## config.mk

```make
export PLATFORM = sky130hd
export DESIGN_NAME = mux_rr_arbiter
export DESIGN_NICKNAME = d
export VERILOG_FILES = /design/src/rtl/mux_arb_pkg.sv /design/src/rtl/mux_rr_arbiter_mux_n.sv /design/src/rtl/mux_rr_arbiter.sv
export SDC_FILE = /design/constraint.sdc
export NUM_CORES = 1
export LEC_CHECK = 0
export BUFFER_PORTS_ARGS = -buffer_cell sky130_fd_sc_hd__clkbuf_2
export CAP_MARGIN = 20
export CORE_ASPECT_RATIO = 0.6
export CORE_UTILIZATION = 39
export DETAILED_ROUTE_END_ITERATION = 6
export GPL_ROUTABILITY_DRIVEN = 0
export PLACE_DENSITY = 0.73
export SLEW_MARGIN = 0
export SYNTH_ARGS = -nofsm -noshare
export SYNTH_HDL_FRONTEND = slang
export SYNTH_HIERARCHICAL = 1
export SYNTH_SLANG_ARGS = --single-unit
```

## constraint.sdc

```tcl
create_clock -name clk -period 1.8 [get_ports clk]
set_input_delay 0.18 -clock clk [delete_from_list [all_inputs] [get_ports clk]]
set_output_delay 0.18 -clock clk [all_outputs]
set_load 0.01 [all_outputs]
```

## src/rtl/mux_arb_pkg.sv

```systemverilog
`default_nettype none
// ============================================================================
//  Package     : mux_arb_pkg
//  Description : Shared types, defaults and helpers for the round-robin
//                multiplexer arbiter (mux_rr_arbiter).
//  Revision    : 1.0 - initial release
// ============================================================================
package mux_arb_pkg;

    localparam int c_DEFAULT_N = 4;
    localparam int c_DEFAULT_W = 8;

    // IDLE: output register empty; BUSY: output register holds a word;
    // LOCK: grant pinned to the lane currently sending a multi-beat packet.
    typedef enum logic [1:0] {
        IDLE = 2'd0,
        BUSY = 2'd1,
        LOCK = 2'd2
    } arb_state_t;

    // Round-robin successor of a lane index, wrapping at n.
    function automatic int unsigned next_ptr(input int unsigned idx, input int unsigned n);
        return (idx == n - 1) ? 0 : idx + 1;
    endfunction

endpackage
`default_nettype wire

```

## src/rtl/mux_rr_arbiter_mux_n.sv

```systemverilog
`default_nettype none
// ============================================================================
//  Module      : mux_n
//  Description : Pure combinational N-to-1 word multiplexer. Word i of the
//                packed input occupies bits [i*W +: W].
//  Revision    : 1.0 - initial release
// ============================================================================
module mux_n #(
    parameter int N     = 4,
    parameter int W     = 8,
    localparam int SELW = $clog2(N)
) (
    input  logic [N*W-1:0] i_data,
    input  logic [SELW-1:0] i_sel,
    output logic [W-1:0]   o_data
);

    // Select the addressed word.
    always_comb begin
        o_data = i_data[int'(i_sel)*W +: W];
    end

endmodule
`default_nettype wire

```

## src/rtl/mux_rr_arbiter.sv

```systemverilog
`default_nettype none
// ============================================================================
//  Module      : mux_rr_arbiter
//  Description : Shares one N-to-1 data mux among N valid/ready requesters
//                with a round-robin grant and a single registered output
//                stage (latency 1).
//                Optional packet lock: define MUX_ARB_PACKET_LOCK_EN to add
//                the in_last port and keep the grant on one lane until the
//                end of its packet.
//  Revision    : 1.0 - initial release
// ============================================================================
module mux_rr_arbiter
    import mux_arb_pkg::*;
#(
    parameter int N      = c_DEFAULT_N,
    parameter int W      = c_DEFAULT_W,
    localparam int SRC_W = $clog2(N)
) (
    input  logic             clk,
    input  logic             rst,
    input  logic [N-1:0]     in_valid,
    input  logic [N*W-1:0]   in_data,
    output logic [N-1:0]     in_ready,
`ifdef MUX_ARB_PACKET_LOCK_EN
    input  logic [N-1:0]     in_last,
`endif
    output logic             out_valid,
    output logic [W-1:0]     out_data,
    output logic [SRC_W-1:0] out_src,
    input  logic             out_ready
);

    arb_state_t       r_state;
    logic [SRC_W-1:0] r_ptr;
    logic             r_out_valid;
    logic [W-1:0]     r_out_data;
    logic [SRC_W-1:0] r_out_src;
`ifdef MUX_ARB_PACKET_LOCK_EN
    logic [SRC_W-1:0] r_lock_id;
`endif

    logic             w_can_load;
    logic             w_any_valid;
    logic             w_transfer;
    logic             w_drain;
    logic [SRC_W-1:0] w_scan;
    logic [SRC_W-1:0] w_grant;
    logic [W-1:0]     w_mux_data;

    assign w_can_load  = !r_out_valid || out_ready;
    assign w_any_valid = |in_valid;
    assign w_drain     = r_out_valid && out_ready;

    // Round-robin scan: first requesting lane starting at ptr, wrapping at N.
    always_comb begin
        logic found;
        int   idx;
        w_scan = '0;
        found  = 1'b0;
        for (int k = 0; k < N; k++) begin
            idx = int'(r_ptr) + k;
            if (idx >= N) begin
                idx = idx - N;
            end
            if (!found && in_valid[idx]) begin
                w_scan = SRC_W'(idx);
                found  = 1'b1;
            end
        end
    end

    // Grant is the scan result, or the pinned lane while a packet is open.
    always_comb begin
`ifdef MUX_ARB_PACKET_LOCK_EN
        w_grant = (r_state == LOCK) ? r_lock_id : w_scan;
`else
        w_grant = w_scan;
`endif
    end

    // Ready goes only to the granted lane, and only when the output stage can load.
    always_comb begin
        in_ready = '0;
        if (w_can_load && w_any_valid) begin
            in_ready[w_grant] = 1'b1;
        end
    end

    assign w_transfer = w_can_load && w_any_valid && in_valid[w_grant];

    mux_n #(
        .N (N),
        .W (W)
    ) u_mux (
        .i_data (in_data),
        .i_sel  (w_grant),
        .o_data (w_mux_data)
    );

    // FSM, round-robin pointer and output register.
    always_ff @(posedge clk) begin
        if (rst) begin
            r_state     <= IDLE;
            r_ptr       <= '0;
            r_out_valid <= 1'b0;
            r_out_data  <= '0;
            r_out_src   <= '0;
`ifdef MUX_ARB_PACKET_LOCK_EN
            r_lock_id   <= '0;
`endif
        end else begin
            if (w_transfer) begin
                r_out_valid <= 1'b1;
                r_out_data  <= w_mux_data;
                r_out_src   <= w_grant;
            end else if (w_drain) begin
                r_out_valid <= 1'b0;
            end

`ifdef MUX_ARB_PACKET_LOCK_EN
            if (w_transfer) begin
                if (r_state == LOCK) begin
                    // Pointer stays put inside a packet; last beat releases the lane.
                    if (in_last[w_grant]) begin
                        r_state <= BUSY;
                        r_ptr   <= SRC_W'(next_ptr(32'(r_lock_id), N));
                    end
                end else if (!in_last[w_grant]) begin
                    r_state   <= LOCK;
                    r_lock_id <= w_grant;
                end else begin
                    r_state <= BUSY;
                    r_ptr   <= SRC_W'(next_ptr(32'(w_grant), N));
                end
            end else if (w_drain && r_state == BUSY) begin
                r_state <= IDLE;
            end
`else
            if (w_transfer) begin
                r_state <= BUSY;
                r_ptr   <= SRC_W'(next_ptr(32'(w_grant), N));
            end else if (w_drain) begin
                r_state <= IDLE;
            end
`endif
        end
    end

    assign out_valid = r_out_valid;
    assign out_data  = r_out_data;
    assign out_src   = r_out_src;

endmodule
`default_nettype wire
```

==> After elaboration in Yosys (flattened, before gate mapping) <==
Index checks and enable logic that the tools add are counted.
{ "totals": {"ff_bits": 13, "out_inout_bits": 15, "input_bits": 39, "elab_cells": 69} }
{ "op_classes": {"n_reduce_logical": 14, "mux": 31, "n_eq_ne": 1, "shifts": 1, "add_sub_neg": 8, "magnitude_cmp": 10} }
{ "ops": {"columns": ["operator", "n"], "rows": [
  ["$lt 32x4->1 const B", 4],
  ["$mux 32", 4],
  ["$shiftx 32x6->8", 1],
  ["$mux 1", 15],
  ["$sub 3x3->4 const B", 3],
  ["$bmux 1 s2", 5],
  ["$mux 2", 5],
  ["$ge 3x3->1 const B", 3],
  ["$logic_and 1x1->1", 7],
  ["$add 2x2->3 const B", 2],
  ["$logic_not 1->1", 4],
  ["$mux 4", 1],
  ["$reduce_or 4->1", 1],
  ["$sub 2x3->4 const B", 1],
  ["$add 2x1->3 const B", 1],
  ["$ge 2x3->1 const B", 1],
  ["$lt 2x3->1 const B", 1],
  ["$add 2x1->2 const B", 1],
  ["$demux 1 s2", 1],
  ["$eq 2x2->1 const B", 1],
  ["$ge 2x1->1 const B", 1],
  ["$reduce_bool 2->1", 1],
  ["$logic_or 1x1->1", 1]
]} }

==> Logic depth before layout (Yosys ltp) <==
{ "logic_depth": {"depth_word": 20, "ltp_mapped": 8} }

==> By module <==
The synthesis kept the hierarchy.
{ "modules_own_cells": {"columns": ["mod", "seq_area_each_um2", "n_inst", "area_per_inst_um2", "cells_per_inst"], "rows": [
  ["mux_rr_arbiter", 260.2, 1, 734.5, 78],
  ["mux_n", 0.0, 1, 196.4, 10]
]} }

==> Worst setup path after synthesis <==
OpenSTA, ideal clock, no wires.
{ "synth_path": {"path_type": "register to register", "startpoint": "register r_ptr[0]", "endpoint": "register r_out_data[0] (netlist: out_data[0])", "n_path_buf": 1, "path_stages_with_launch": 8, "path_slack_ps": -79, "arrival_time_ps": 1742, "setup_ps": 138, "period_less_slack_ps": 1879, "cell_sequence": "dfxtp_1 > and2b_1 > o21a_1 > nor3_4 > buf_6 > mux4_2 > nand2_1 > a21oi_2"} }
{ "synth_between": {"elab_cells_between_ends": 44, "cone_classes": "add/sub: 7; order compare: 4; shift: 1; mux: 25; reduce/logical: 7"} }
{ "synth_rtl": {"columns": ["item", "line", "text"], "rows": [
  ["from (decl)", "mux_rr_arbiter.sv:34", "logic [SRC_W-1:0] r_ptr;"],
  ["from (signal assigned)", "mux_rr_arbiter.sv:141", "r_ptr <= SRC_W'(next_ptr(32'(w_grant), N));"],
  ["branches (longest 14 deep; another with $sub 3x3->4)", null, null],
  ["$mux 2 *", "mux_rr_arbiter.sv:65", "if (!found && in_valid[idx]) begin"],
  ["net w_grant[0]", "mux_rr_arbiter.sv:47", "logic [SRC_W-1:0] w_grant;"],
  ["$shiftx 32x6->8 *", "mux_rr_arbiter_mux_n.sv:20", "o_data = i_data[int'(i_sel)*W +: W];"],
  ["net w_mux_data[0]", "mux_rr_arbiter.sv:48", "logic [W-1:0] w_mux_data;"],
  ["to (signal assigned)", "mux_rr_arbiter.sv:114", "r_out_data <= w_mux_data;"],
  ["to (decl)", "mux_rr_arbiter.sv:36", "logic [W-1:0] r_out_data;"]
]} }
Mark *: on every way through the listed nets, which the timed path passes. The select of a mux whose other input is x is not followed.
A chain may end at the register's enable or synchronous reset.

==> Worst setup path after layout <==
{ "layout_path": {"startpoint": "register r_ptr[0]", "endpoint": "output in_ready[0]"} }
{ "layout_between": {"elab_chain_len": 20, "elab_cells_between_ends": 46, "cone_classes": "add/sub: 7; order compare: 6; mux: 26; reduce/logical: 7"} }
{ "layout_rtl": {"columns": ["item", "line", "text"], "rows": [
  ["branches (longest 14 deep; another with $sub 3x3->4)", null, null],
  ["$mux 2 *", "mux_rr_arbiter.sv:65", null],
  ["net w_grant[0]", "mux_rr_arbiter.sv:47", null],
  ["$lt 2x3->1 (not written as such) or $ge 2x1->1 (tied branches)", "mux_rr_arbiter.sv:85", "in_ready[w_grant] = 1'b1;"],
  ["$logic_and 1x1->1 (not written as such)", "mux_rr_arbiter.sv:85", null],
  ["$mux 1 (not written as such)", "mux_rr_arbiter.sv:85", null],
  ["$demux 1 s2 *", "mux_rr_arbiter.sv:85", null],
  ["$mux 4 *", "mux_rr_arbiter.sv:84", "if (w_can_load && w_any_valid) begin"],
  ["to (decl)", "mux_rr_arbiter.sv:23", "output logic [N-1:0] in_ready,"]
]} }
Marked as above.

==> summary.md <==
| Metric | Value |
|---|---|
| Final hold vios | `0` |
| Post-synth top area share | `0.280` |
| Post-synthesis instance total | `88` |
| Detailed-router iteration count before antenna repair | `4` |
| GRT Total Usage | `0.216` |
| RSZ-0062 raised after global routing | `true` |
| Fillers | `between 200 and 250` |
| Detail Route Antenna Nets | `0` |
| Yosys warning total | `6` |
| Lkg Pwr | `about 0.66 nW` |
| Hold path cells | `4` |
| Path category of the worst min-delay check | `in -> reg` |
| Cells along the critical path | `and2b_1 > o21a_1 > nor3_4 > buf_6 > inv_2 > ha_1 > and2_1 > clkbuf_2` |
| Initial antenna violation count | `0` |
| Fmax | `515 MHz` |
| Final #Nets | `197` |
| Total Power | `1.19 mW` |
| Vias in the first global route | `898` |
| Largest net degree at the start of global routing | `17` |
| Cell taking the most area after synthesis | `dfxtp_1` |
| Critical path type | `reg -> out` |
| Placement Setup Slack | `-0.0257 ns` |
| Cell Pwr Density | `just under 900 mW/mm^2` |
| Setup Viol. Count Final | `12` |
| P_int | `794 uW` |
| Routed vias/inst | `4.93` |
| Die area | `0.00259 sq mm` |
| Worst setup margin | `-0.141 ns` |
| Die height | `39.8 um` |
| Mean post-synth cell area | `10.6 sq um` |
| P&R area growth vs syn | `46.1%` |
| Vias | `903` |
| Crit Path Max Fanout | `4` |
| Synth Register Bits | `13` |
| # DRC | `0` |
| R2r worst-path depth | `8` |
| Layout cells sized above 1 | `0.673` |
| Tmin final | `about 1.9 ns` |
| Clock-pin slew on the worst setup and hold paths | `0.05 ns` |
| Max-Cap Viols | `0` |
| Post-Layout Cell Count | `between 150 and 200` |
| Die width | `65.1 um` |
| CP endpoint kind | `primary output` |
| Most used DFF post-synth | `dfxtp_1` |
| Multi-input logic area | `637 sq um` |
| Routed wire length per instance | `13.7 um` |
| Crit path launch type | `flop` |
| Sequential cell area fraction in the yosys report | `0.280` |
| Combinational Power Share | `0.470` |
| CP max stage delay | `~0.33 ns` |
| Initial Utilization | `0.421` |
| Worst-margin pin slew | `0.606 ns` |
| Mapped Nets | `between 100 and 150` |
| Slowest library cell on the worst path | `dfxtp_2` |
| Placed Area | `0.00124 sq mm` |
| Seq. cell area | `between 200 and 300 sq um` |
| Status | `complete, but fails checks` |
| Worst-Skew Late Latency | `0.24 ns` |
| Synth Cell Area | `~930 sq um` |
| Synth async-reset ratio | `0` |
| Fin Clk Skew | `0.00202 ns` |
| Core area | `0.00221 sq mm` |
| Ranking of synthesized cells by area | `dfxtp_1, mux4_2, a21oi_2` |
| CTS buffer count | `3` |
| Seq pwr share | `0.313` |
| Bufs on Longest Clock Path | `2` |
| Antenna diode count | `0` |
| Number of port buffers | `53` |
| Max_slew headroom | `0.596` |
| TNS Setup | `-1.29 ns` |
| Placed cell count | `approximately 170` |
| DPL Wire Length | `1960 um` |
| Sw Pwr | `392 uW` |
| CTS tree | `done` |
| Post-route design area | `0.00136 sq mm` |
| First-pass GRT wire length | `3880 um` |
| 1st-iter DRT viols | `23` |
| Final Max Tran Viols | `0` |
| Final core occ | `0.615` |
| Failing checks | `negative setup slack` |
| H-tree lvl count | `1` |
| Synth cell count leaders | `dfxtp_1, nand2_1, mux4_2` |
| TritonCTS sink count | `13` |
| FP Rows | `13` |
| Post-synth EDFFs | `0` |
| Root buf cell | `clkbuf_8` |
| Final WL | `roughly 2500 um` |
| Sw frac | `0.330` |
| WHS | `approximately 0.26 ns` |
| Clock Power Share | `0.216` |
| I/O pin total | `54` |
| Overflow after GRT | `0` |
| Yosys cell types | `30` |
| CTS Hold Buffers Added | `0` |
| Required @ worst endpoint | `between 1.5 and 2 ns` |
| WP data arrival | `1.76 ns` |
| Final period util | `1.08` |
| Peak supply drop | `roughly 0.47 mV` |
[repair_timing]
| action | 4_1_cts | 5_1_grt |
|---|---|---|
| setup endpoints to repair | 12 | 12 |
| gates resized for setup | 9 | 0 |
| pin swaps | 2 | 0 |
| buffers inserted | 6 | 0 |
[path summary, 6_finish.rpt]
kind / from / endpoint / slack [ns]
max: r_ptr[0] / in_ready[0] / -0.14
min reg2reg: out_data[2] / out_data[2] / 0.46
min: out_ready / out_valid / 0.26
max reg2reg: r_ptr[0] / out_data[3] / -0.13
[placed cells by master, fill, tap and decap left out, drive strengths merged]
cell	netlist	routed
a21o	2	2
a21oi	13	13
and2	4	4
and2b	2	2
buf	3	13
clkbuf	2	57
dfxtp	13	13
ha	4	4
inv	3	3
mux4	8	8
nand2	19	19
nand2b	2	2
nand3b	2	2
nor2	2	2
nor2b	1	1
nor3	2	2
nor3b	1	1
nor4	1	1
o21a	1	1
o31ai	1	1
o32ai	1	1
o41ai	1	1
[cell type report]
cell class                 count  share of cell area
sequential                    13               0.193
multi-input combinational     67               0.468
timing repair buffer          66               0.270
tap                           30              0.0276
inverter                       3             0.00828
clock buffer                   4              0.0331
[critical path, delay by kind of cell (launching register included)]
family / cells / cell delay [ns]
simple gates: 3 / 0.50
flops: 1 / 0.33
buf+inv: 3 / 0.30
compound gates: 1 / 0.22
fa+ha+maj: 1 / 0.15
[metal layers]
metal / vias up / GRT usage / share of wire
li1: 446 / - / -
met1: 418 / 0.222 / 0.43
met2: 35 / 0.432 / 0.50
met3: 4 / 0.0610 / 0.054
met4: 0 / 0.0870 / 0.012
met5: - / 0 / 0
[power groups by stage]
stage	Clock, mW	Sequential (mW)	Combinational [mW]
after floorplan	0	0.389	0.313
after global placement	0	0.374	0.475
after detailed placement	0	0.377	0.490
after CTS	0.264	0.372	0.552
after global routing	0.271	0.379	0.604
final	0.257	0.372	0.558
[state kept, by name, summed over array words and instances, names as in the netlist]
name and count:
out_valid 1, r_ptr 2, out_src 2, out_data 8
[cells by family (layout without fill, tap and decap cells)]
| logic type | after synthesis | count (layout) | synth area share |
|---|---|---|---|
| flops | 13 | 13 | 0.280 |
| buf+inv | 8 | 73 | 0.0605 |
| fa+ha+maj | 4 | 4 | 0.0538 |
| compound gates | 19 | 19 | 0.173 |
| simple gates | 36 | 36 | 0.239 |
| mux | 8 | 8 | 0.194 |
Note: power is estimated with default switching activity, not from simulation.
